### config.mk
export PLATFORM = sky130hd
export DESIGN_NAME = fetch_stage
export DESIGN_NICKNAME = d
export VERILOG_FILES = /design/src/rtl/fetch_stage.sv
export SDC_FILE = /design/constraint.sdc
export NUM_CORES = 1
export LEC_CHECK = 0
export ABC_CLOCK_PERIOD_IN_PS = 3500
export CAP_MARGIN = 10
export CORE_AREA = 5 5 108 110
export CTS_BUF_LIST = sky130_fd_sc_hd__clkbuf_4 sky130_fd_sc_hd__clkbuf_8
export DETAILED_ROUTE_END_ITERATION = 7
export DIE_AREA = 0 0 113 115
export PLACE_DENSITY_LB_ADDON = 0.25
export SETUP_SLACK_MARGIN = 0.1
export SKIP_CTS_REPAIR_TIMING = 1
export SLEW_MARGIN = 30
export SYNTH_ARGS = -nofsm -noshare
export SYNTH_HDL_FRONTEND = slang
export SYNTH_SLANG_ARGS = --single-unit
export TNS_END_PERCENT = 30
### constraint.sdc
create_clock -name clk -period 3.5 [get_ports clk]
set_input_delay 0.35 -clock clk [delete_from_list [all_inputs] [get_ports clk]]
set_output_delay 0.35 -clock clk [all_outputs]
set_load 0.005 [all_outputs]
### src/rtl/fetch_stage.sv
// Instruction-fetch stage: owns the PC, drives a 1-cycle-latency instruction
// memory, absorbs the in-flight response in a one-entry skid on stall, and feeds IF/ID.
module fetch_stage #(
  parameter int unsigned         XLEN     = 19,
  parameter logic [XLEN-1:0]     RESET_PC = 19'h00000
) (
  input  logic            clk,
  input  logic            rst,
  input  logic            stall_d,
  input  logic            pcsrc_e,
  input  logic [XLEN-1:0] pctarget_e,
  output logic            imem_en,
  output logic [XLEN-1:0] imem_addr,
  input  logic [XLEN-1:0] imem_rdata,
  output logic [XLEN-1:0] instr_d,
  output logic [XLEN-1:0] pc_d,
  output logic [XLEN-1:0] pcplus1_d,
  output logic            valid_d
);

  typedef enum logic [1:0] {
    MODE_NORMAL,
    MODE_STALL,
    MODE_REDIRECT
  } mode_e;

  mode_e mode;

  logic [XLEN-1:0] pc_f_q,        pc_f_d;
  logic            rsp_valid_q,   rsp_valid_d;
  logic [XLEN-1:0] rsp_pc_q,      rsp_pc_d;
  logic            skid_valid_q,  skid_valid_d;
  logic [XLEN-1:0] skid_instr_q,  skid_instr_d;
  logic [XLEN-1:0] skid_pc_q,     skid_pc_d;
  logic            ifid_valid_q,  ifid_valid_d;
  logic [XLEN-1:0] ifid_instr_q,  ifid_instr_d;
  logic [XLEN-1:0] ifid_pc_q,     ifid_pc_d;
  logic [XLEN-1:0] ifid_pcp1_q,   ifid_pcp1_d;

  logic            cand_valid;
  logic [XLEN-1:0] cand_instr;
  logic [XLEN-1:0] cand_pc;

  // Redirect outranks stall; reset is applied on top in the register process.
  always_comb begin
    if (pcsrc_e)      mode = MODE_REDIRECT;
    else if (stall_d) mode = MODE_STALL;
    else              mode = MODE_NORMAL;
  end

  // Skid holds the older instruction, so it is always presented first.
  always_comb begin
    cand_valid = skid_valid_q | rsp_valid_q;
    cand_instr = skid_valid_q ? skid_instr_q : imem_rdata;
    cand_pc    = skid_valid_q ? skid_pc_q    : rsp_pc_q;
  end

  always_comb begin
    pc_f_d       = pc_f_q;
    rsp_valid_d  = rsp_valid_q;
    rsp_pc_d     = rsp_pc_q;
    skid_valid_d = skid_valid_q;
    skid_instr_d = skid_instr_q;
    skid_pc_d    = skid_pc_q;
    ifid_valid_d = ifid_valid_q;
    ifid_instr_d = ifid_instr_q;
    ifid_pc_d    = ifid_pc_q;
    ifid_pcp1_d  = ifid_pcp1_q;

    unique case (mode)
      MODE_REDIRECT: begin
        pc_f_d       = pctarget_e;
        rsp_valid_d  = 1'b0;
        skid_valid_d = 1'b0;
        ifid_valid_d = 1'b0;
      end
      MODE_STALL: begin
        rsp_valid_d = 1'b0;
        if (rsp_valid_q) begin
          skid_valid_d = 1'b1;
          skid_instr_d = imem_rdata;
          skid_pc_d    = rsp_pc_q;
        end
      end
      default: begin
        rsp_pc_d     = pc_f_q;
        rsp_valid_d  = 1'b1;
        pc_f_d       = pc_f_q + XLEN'(1);
        skid_valid_d = 1'b0;
        if (cand_valid) begin
          ifid_valid_d = 1'b1;
          ifid_instr_d = cand_instr;
          ifid_pc_d    = cand_pc;
          ifid_pcp1_d  = cand_pc + XLEN'(1);
        end else begin
          ifid_valid_d = 1'b0;
        end
      end
    endcase
  end

  always_ff @(posedge clk) begin
    if (!rst) begin
      pc_f_q       <= RESET_PC;
      rsp_valid_q  <= 1'b0;
      rsp_pc_q     <= '0;
      skid_valid_q <= 1'b0;
      skid_instr_q <= '0;
      skid_pc_q    <= '0;
      ifid_valid_q <= 1'b0;
      ifid_instr_q <= '0;
      ifid_pc_q    <= '0;
      ifid_pcp1_q  <= '0;
    end else begin
      pc_f_q       <= pc_f_d;
      rsp_valid_q  <= rsp_valid_d;
      rsp_pc_q     <= rsp_pc_d;
      skid_valid_q <= skid_valid_d;
      skid_instr_q <= skid_instr_d;
      skid_pc_q    <= skid_pc_d;
      ifid_valid_q <= ifid_valid_d;
      ifid_instr_q <= ifid_instr_d;
      ifid_pc_q    <= ifid_pc_d;
      ifid_pcp1_q  <= ifid_pcp1_d;
    end
  end

  assign imem_en   = rst && (mode == MODE_NORMAL);
  assign imem_addr = pc_f_q;
  assign instr_d   = ifid_instr_q;
  assign pc_d      = ifid_pc_q;
  assign pcplus1_d = ifid_pcp1_q;
  assign valid_d   = ifid_valid_q;

endmodule

# [Yosys cells after proc, flatten, opt, wreduce, memory -nomap -nowiden]
# Cells that the tools add are included.
[totals] regBits=136 wordCells=30
[op_classes] add_sub_neg=2 n_eq_ne=2 muxes=8 bitwise=2 n_reduce_logical=6
[ops] cell="adder 19 x 1 -> 19 bit (second input constant)" count=2
[ops] cell="two-way mux 19 bit" count=2
[ops] cell="case mux 19 bit (2 select lines)" count=1
[ops] cell="AND reduction 2 bit" count=3
[ops] cell="two-way mux 1 bit" count=3
[ops] cell="== test 2 x 1 -> 1 bit (second input constant)" count=1
[ops] cell="== test 2 bit (second input constant)" count=1
[ops] cell="zero test 2 bit" count=1
[ops] cell="two-way mux 2 bit" count=1
[ops] cell="case mux 1 bit (2 select lines)" count=1
[ops] cell="OR reduction 2 bit" count=1
[ops] cell="logical AND 1 bit" count=1
[ops] cell="NOT 1 bit" count=1
[ops] cell="OR 1 bit" count=1

# [Logic depth before layout (Yosys ltp)]
[logic_depth] depth_word=6 mapped_depth=11

# [Worst setup path after synthesis]
# No wires, ideal clock.
[synth_path] path_type="register to register" startpoint="reg skid_valid_q" endpoint="reg ifid_pcp1_q[14] (netlist: pcplus1_d[14])" setup_time_ps=60 arrival_time_ps=2192 required_time_ps=3440 path_slack_ps=1247 path_stages_with_launch=12 path_cell_list="dfxtp_1 -> buf_6 -> buf_12 -> buf_6 -> buf_6 -> mux2_2 -> ha_1 -> inv_1 -> a211oi_4 -> and2_4 -> a2111oi_1 -> a311o_1"
[synth_between] elab_chain_cells=2 word_cells_on_any_way=4 cone_classes="add/sub: 1; mux: 1; bitwise: 1; reduce/logical: 1"
[synth_lines] item="start, declared" line_no="32" text="logic skid_valid_q, skid_valid_d;"
[synth_lines] item="start signal, assigned" line_no="118" text="skid_valid_q <= skid_valid_d;"
[synth_lines] item="two-way mux 19 bit" line_no="55" text="cand_pc = skid_valid_q ? skid_pc_q : rsp_pc_q;"
[synth_lines] item="via cand_pc[1]" line_no="42" text="logic [XLEN-1:0] cand_pc;"
[synth_lines] item="adder 19 x 1 -> 19 bit" line_no="94" text="ifid_pcp1_d = cand_pc + XLEN'(1);"
[synth_lines] item="end signal, assigned" line_no="124" text="ifid_pcp1_q <= ifid_pcp1_d;"
[synth_lines] item="end, declared" line_no="38" text="logic [XLEN-1:0] ifid_pcp1_q, ifid_pcp1_d;"
# The timed path passes the listed nets, and every way through them passes these cells.
# A chain may end at the register's enable or synchronous reset.

# [Final worst setup path]
[layout_path] startpoint="in pcsrc_e" endpoint="out imem_en"
[layout_between] elab_chain_cells=3
[layout_lines] item="start, declared" line_no="10" text="input logic pcsrc_e,"
[layout_lines] item="two-way mux 2 bit" line_no="46" text="if (pcsrc_e) mode = MODE_REDIRECT;"
[layout_lines] item="zero test 2 bit" line_no="128" text="assign imem_en = rst && (mode == MODE_NORMAL);"
[layout_lines] item="logical AND 1 bit" line_no="128"
[layout_lines] item="end, declared" line_no="12" text="output logic imem_en,"
# Every way passes these cells.

==> run_results.csv <==
group,metric,value,unit
worst_hold_path,hp-class,"register to register",
die,num_io_pins,120,
place,place_ws,926,ps
clock_tree,htree_levels,4,
sta,min_period,2600,ps
final_layout,drive_gt1_share,8.86,%
clock_tree,cts_buffers,17,
clock_tree,cts_root_buffer,"clkbuf_8",
outcome,status,"complete, no violations",
global_route,antenna_found_initial,0,
logic_synthesis,synth_ff_type,"dfxtp_1",
logic_synthesis,postSynthCellCount,707,
clock_tree,cts_tree,"done",
final_layout,syn_to_final_growth,28.3,%
sta,rsz0062_at_grt,"false",
setup_path,crit_family,"buffers and inverters",
pwr,p_leak,2.59,nW
setup_path,cp_num_cells,5,
global_route,first_global_vias,5035,
drt,drtIter0Drc,357,
die,start_util,56.8,%
die,die_w,113,um
sta,worst_slack,900,ps
sta,setup_viol,0,
global_route,grt_max_degree,87,
sta,max_slew_margin,42.5,%
sta,finalMaxSlewViolations,0,
final_layout,final_cell_mix,"151 x nand2_1, 135 x dfxtp_1, 119 x clkdlybuf4s50_1",
logic_synthesis,netlist-cell-type-count,58,
drt,wl_met1,6530,um
drt,avgViaCountPerCell,5.47,
clock_tree,clock_latency,440,ps
pwr,peakVddDrop,0.287,mV
logic_synthesis,netlist_area,6020,um^2
logic_synthesis,ys_warn_count,0,
drt,wl_met2,6990,um
setup_path,start_kind,"input port",
setup_path,arrival,2250,ps
clock_tree,path_clk_slew,70,ps
setup_path,critPathKind,"input port to output port",
setup_path,crit_chain,"clkdlybuf4s50_1 > or2_0 > buf_4 > nor2_1 > clkdlybuf4s50_1",
logic_synthesis,synthArstFlopShare,0,%
final_layout,final_common_cell,"nand2_1",
setup_path,end_kind,"output port",
sta,hold_violations,0,
global_route,grt_overflow,0,
setup_path,r2r_cells,7,
sta,setup_tns,0,ps
final_layout,diodes,0,
global_route,grt_first_pass_wirelength,24100,um
sta,max_freq,0.385,GHz
clock_tree,cts_num_sinks,136,
drt,wl_per_cell,15.1,um
setup_path,required,3150,ps
place,io_buffers,119,
setup_path,slowest_delay,610,ps
logic_synthesis,synth-edff-count,0,
place,place_congestion,0.842,
die,rows,38,
flow_run,max-cap-violations,0,
place,dp_hpwl,10200,um
drt,ant_nets,0,
sta,period_share,74.3,%
drt,dr_total_vias,5271,
setup_path,cpMostUsedCell,"clkdlybuf4s50_1",
drt,top_layer_used,"met4",
drt,drc,0,
drt,drtPass1Iterations,4,
sta,clock_skew,7.38,ps
logic_synthesis,ys_ff_latch,136,
sta,worstMarginPinSlew,862,ps
logic_synthesis,syn-num-nets,751,
drt,dr_wl_met3,884,um
drt,wl,14600,um
clock_tree,clk_path_buf_depth,2,
worst_hold_path,hold_path_depth,2,
setup_path,worst_path_max_delay_cell,"clkdlybuf4s50_1",
setup_path,path_buf_inv,3,
setup_path,crit_path_max_fanout,22,
final_layout,nets,855,
logic_synthesis,ys_seq_area_share,45.2,%
die,fp.dieH,115,um
die,core_area,10600,um^2
global_route,grt_use_total,22.8,%
pwr,power_density,433,nW/um^2
die,dieArea,13000,um^2
logic_synthesis,syn_avg_cell_area,8.51,um^2
path summary, 6_finish.rpt:
path                            slack [ps]                         end                       start
worst max register to register        1150  pcplus1_d[14]$_SDFFE_PN0P_   skid_valid_q$_SDFFE_PN0P_
worst min register to register         450  skid_pc_q[17]$_SDFFE_PN0P_  skid_pc_q[17]$_SDFFE_PN0P_
worst max-delay path                   900                     imem_en                     pcsrc_e
worst min-delay path                   450  skid_pc_q[17]$_SDFFE_PN0P_  skid_pc_q[17]$_SDFFE_PN0P_
state kept, by name, summed over array words and instances (netlist names):
signal and flops:
skid_valid_q 1, skid_instr_q 19, skid_pc_q 19, rsp_valid_q 1
pcplus1_d 19, imem_addr 19, rsp_pc_q 19, valid_d 1
instr_d 19, pc_d 19
Yosys cell counts, types with 3 or more instances:
cell type	count	area [um^2]
nand2_1	151	567
o21ai_0	20	100
and4_1	3	26.3
nand4_1	7	43.8
mux2_2	3	33.8
a211oi_1	31	233
nand3_1	24	120
nor2_1	67	251
buf_6	4	45.0
xor2_1	10	87.6
dfxtp_1	136	2720
nor2b_1	3	18.8
nor3_1	5	25.0
a21oi_1	82	410
nand3b_1	3	22.5
and2_1	4	25.0
o21ai_1	4	20.0
buf_2	16	80.1
and3_1	5	31.3
nand4b_1	3	26.3
xnor2_1	18	158
inv_1	3	11.3
mux2i_1	38	380
clkbuf_1	25	93.8
power breakdown:
part	total [mW]	internal, mW	switching (mW)
registers	1.63	1.58	0.0432
logic	0.257	0.138	0.119
clock network	1.47	0.870	0.595
total	3.35	2.59	0.758
metal layers:
layer  vias up  global-route usage, %
met3        17                   6.21
li1       2639                      -
met1      2456                   29.6
met2       159                   36.6
met5         -                      0
met4         0                   8.09
logic make-up after synthesis:
| logic type | synth area share (%) |
|---|---|
| adder cells (fa/ha/maj) | 0.416 |
| AO/OA/AOI/OAI | 15.8 |
| XOR/XNOR | 4.07 |
| flip-flops | 45.2 |
| AND/OR/NAND/NOR | 22.0 |
| multiplexers | 7.88 |
| buffers and inverters | 4.53 |
stage by stage:
step,instances,hold WS [ps],instance area (um^2),total power [mW],util (%)
after CTS,964,458,7720,3.37,72.9
after floorplan,707,436,6020,1.78,-
final,964,454,7720,3.35,72.9
after detailed placement,932,448,7270,1.92,68.6
after global placement,932,442,7270,1.91,68.6
after global routing,964,469,7720,3.48,72.9
worst register-to-register path: cells and delay by family, from the launching register on:
family | cells | cell delay, ps
AO/OA/AOI/OAI | 3 | 720
flip-flops | 1 | 700
multiplexers | 1 | 280
AND/OR/NAND/NOR | 1 | 240
adder cells (fa/ha/maj) | 1 | 220
buffers and inverters | 1 | 90
layout make-up:
cell class / instances / area (um^2)
multi-input combinational: 518 / 3020
fill: 799 / 2880
inverter: 4 / 16.3
timing repair buffer: 134 / 1330
tap: 140 / 175
clock inverter: 13 / 201
clock buffer: 19 / 255
sequential: 136 / 2720
(Power assumes the default switching activity.)
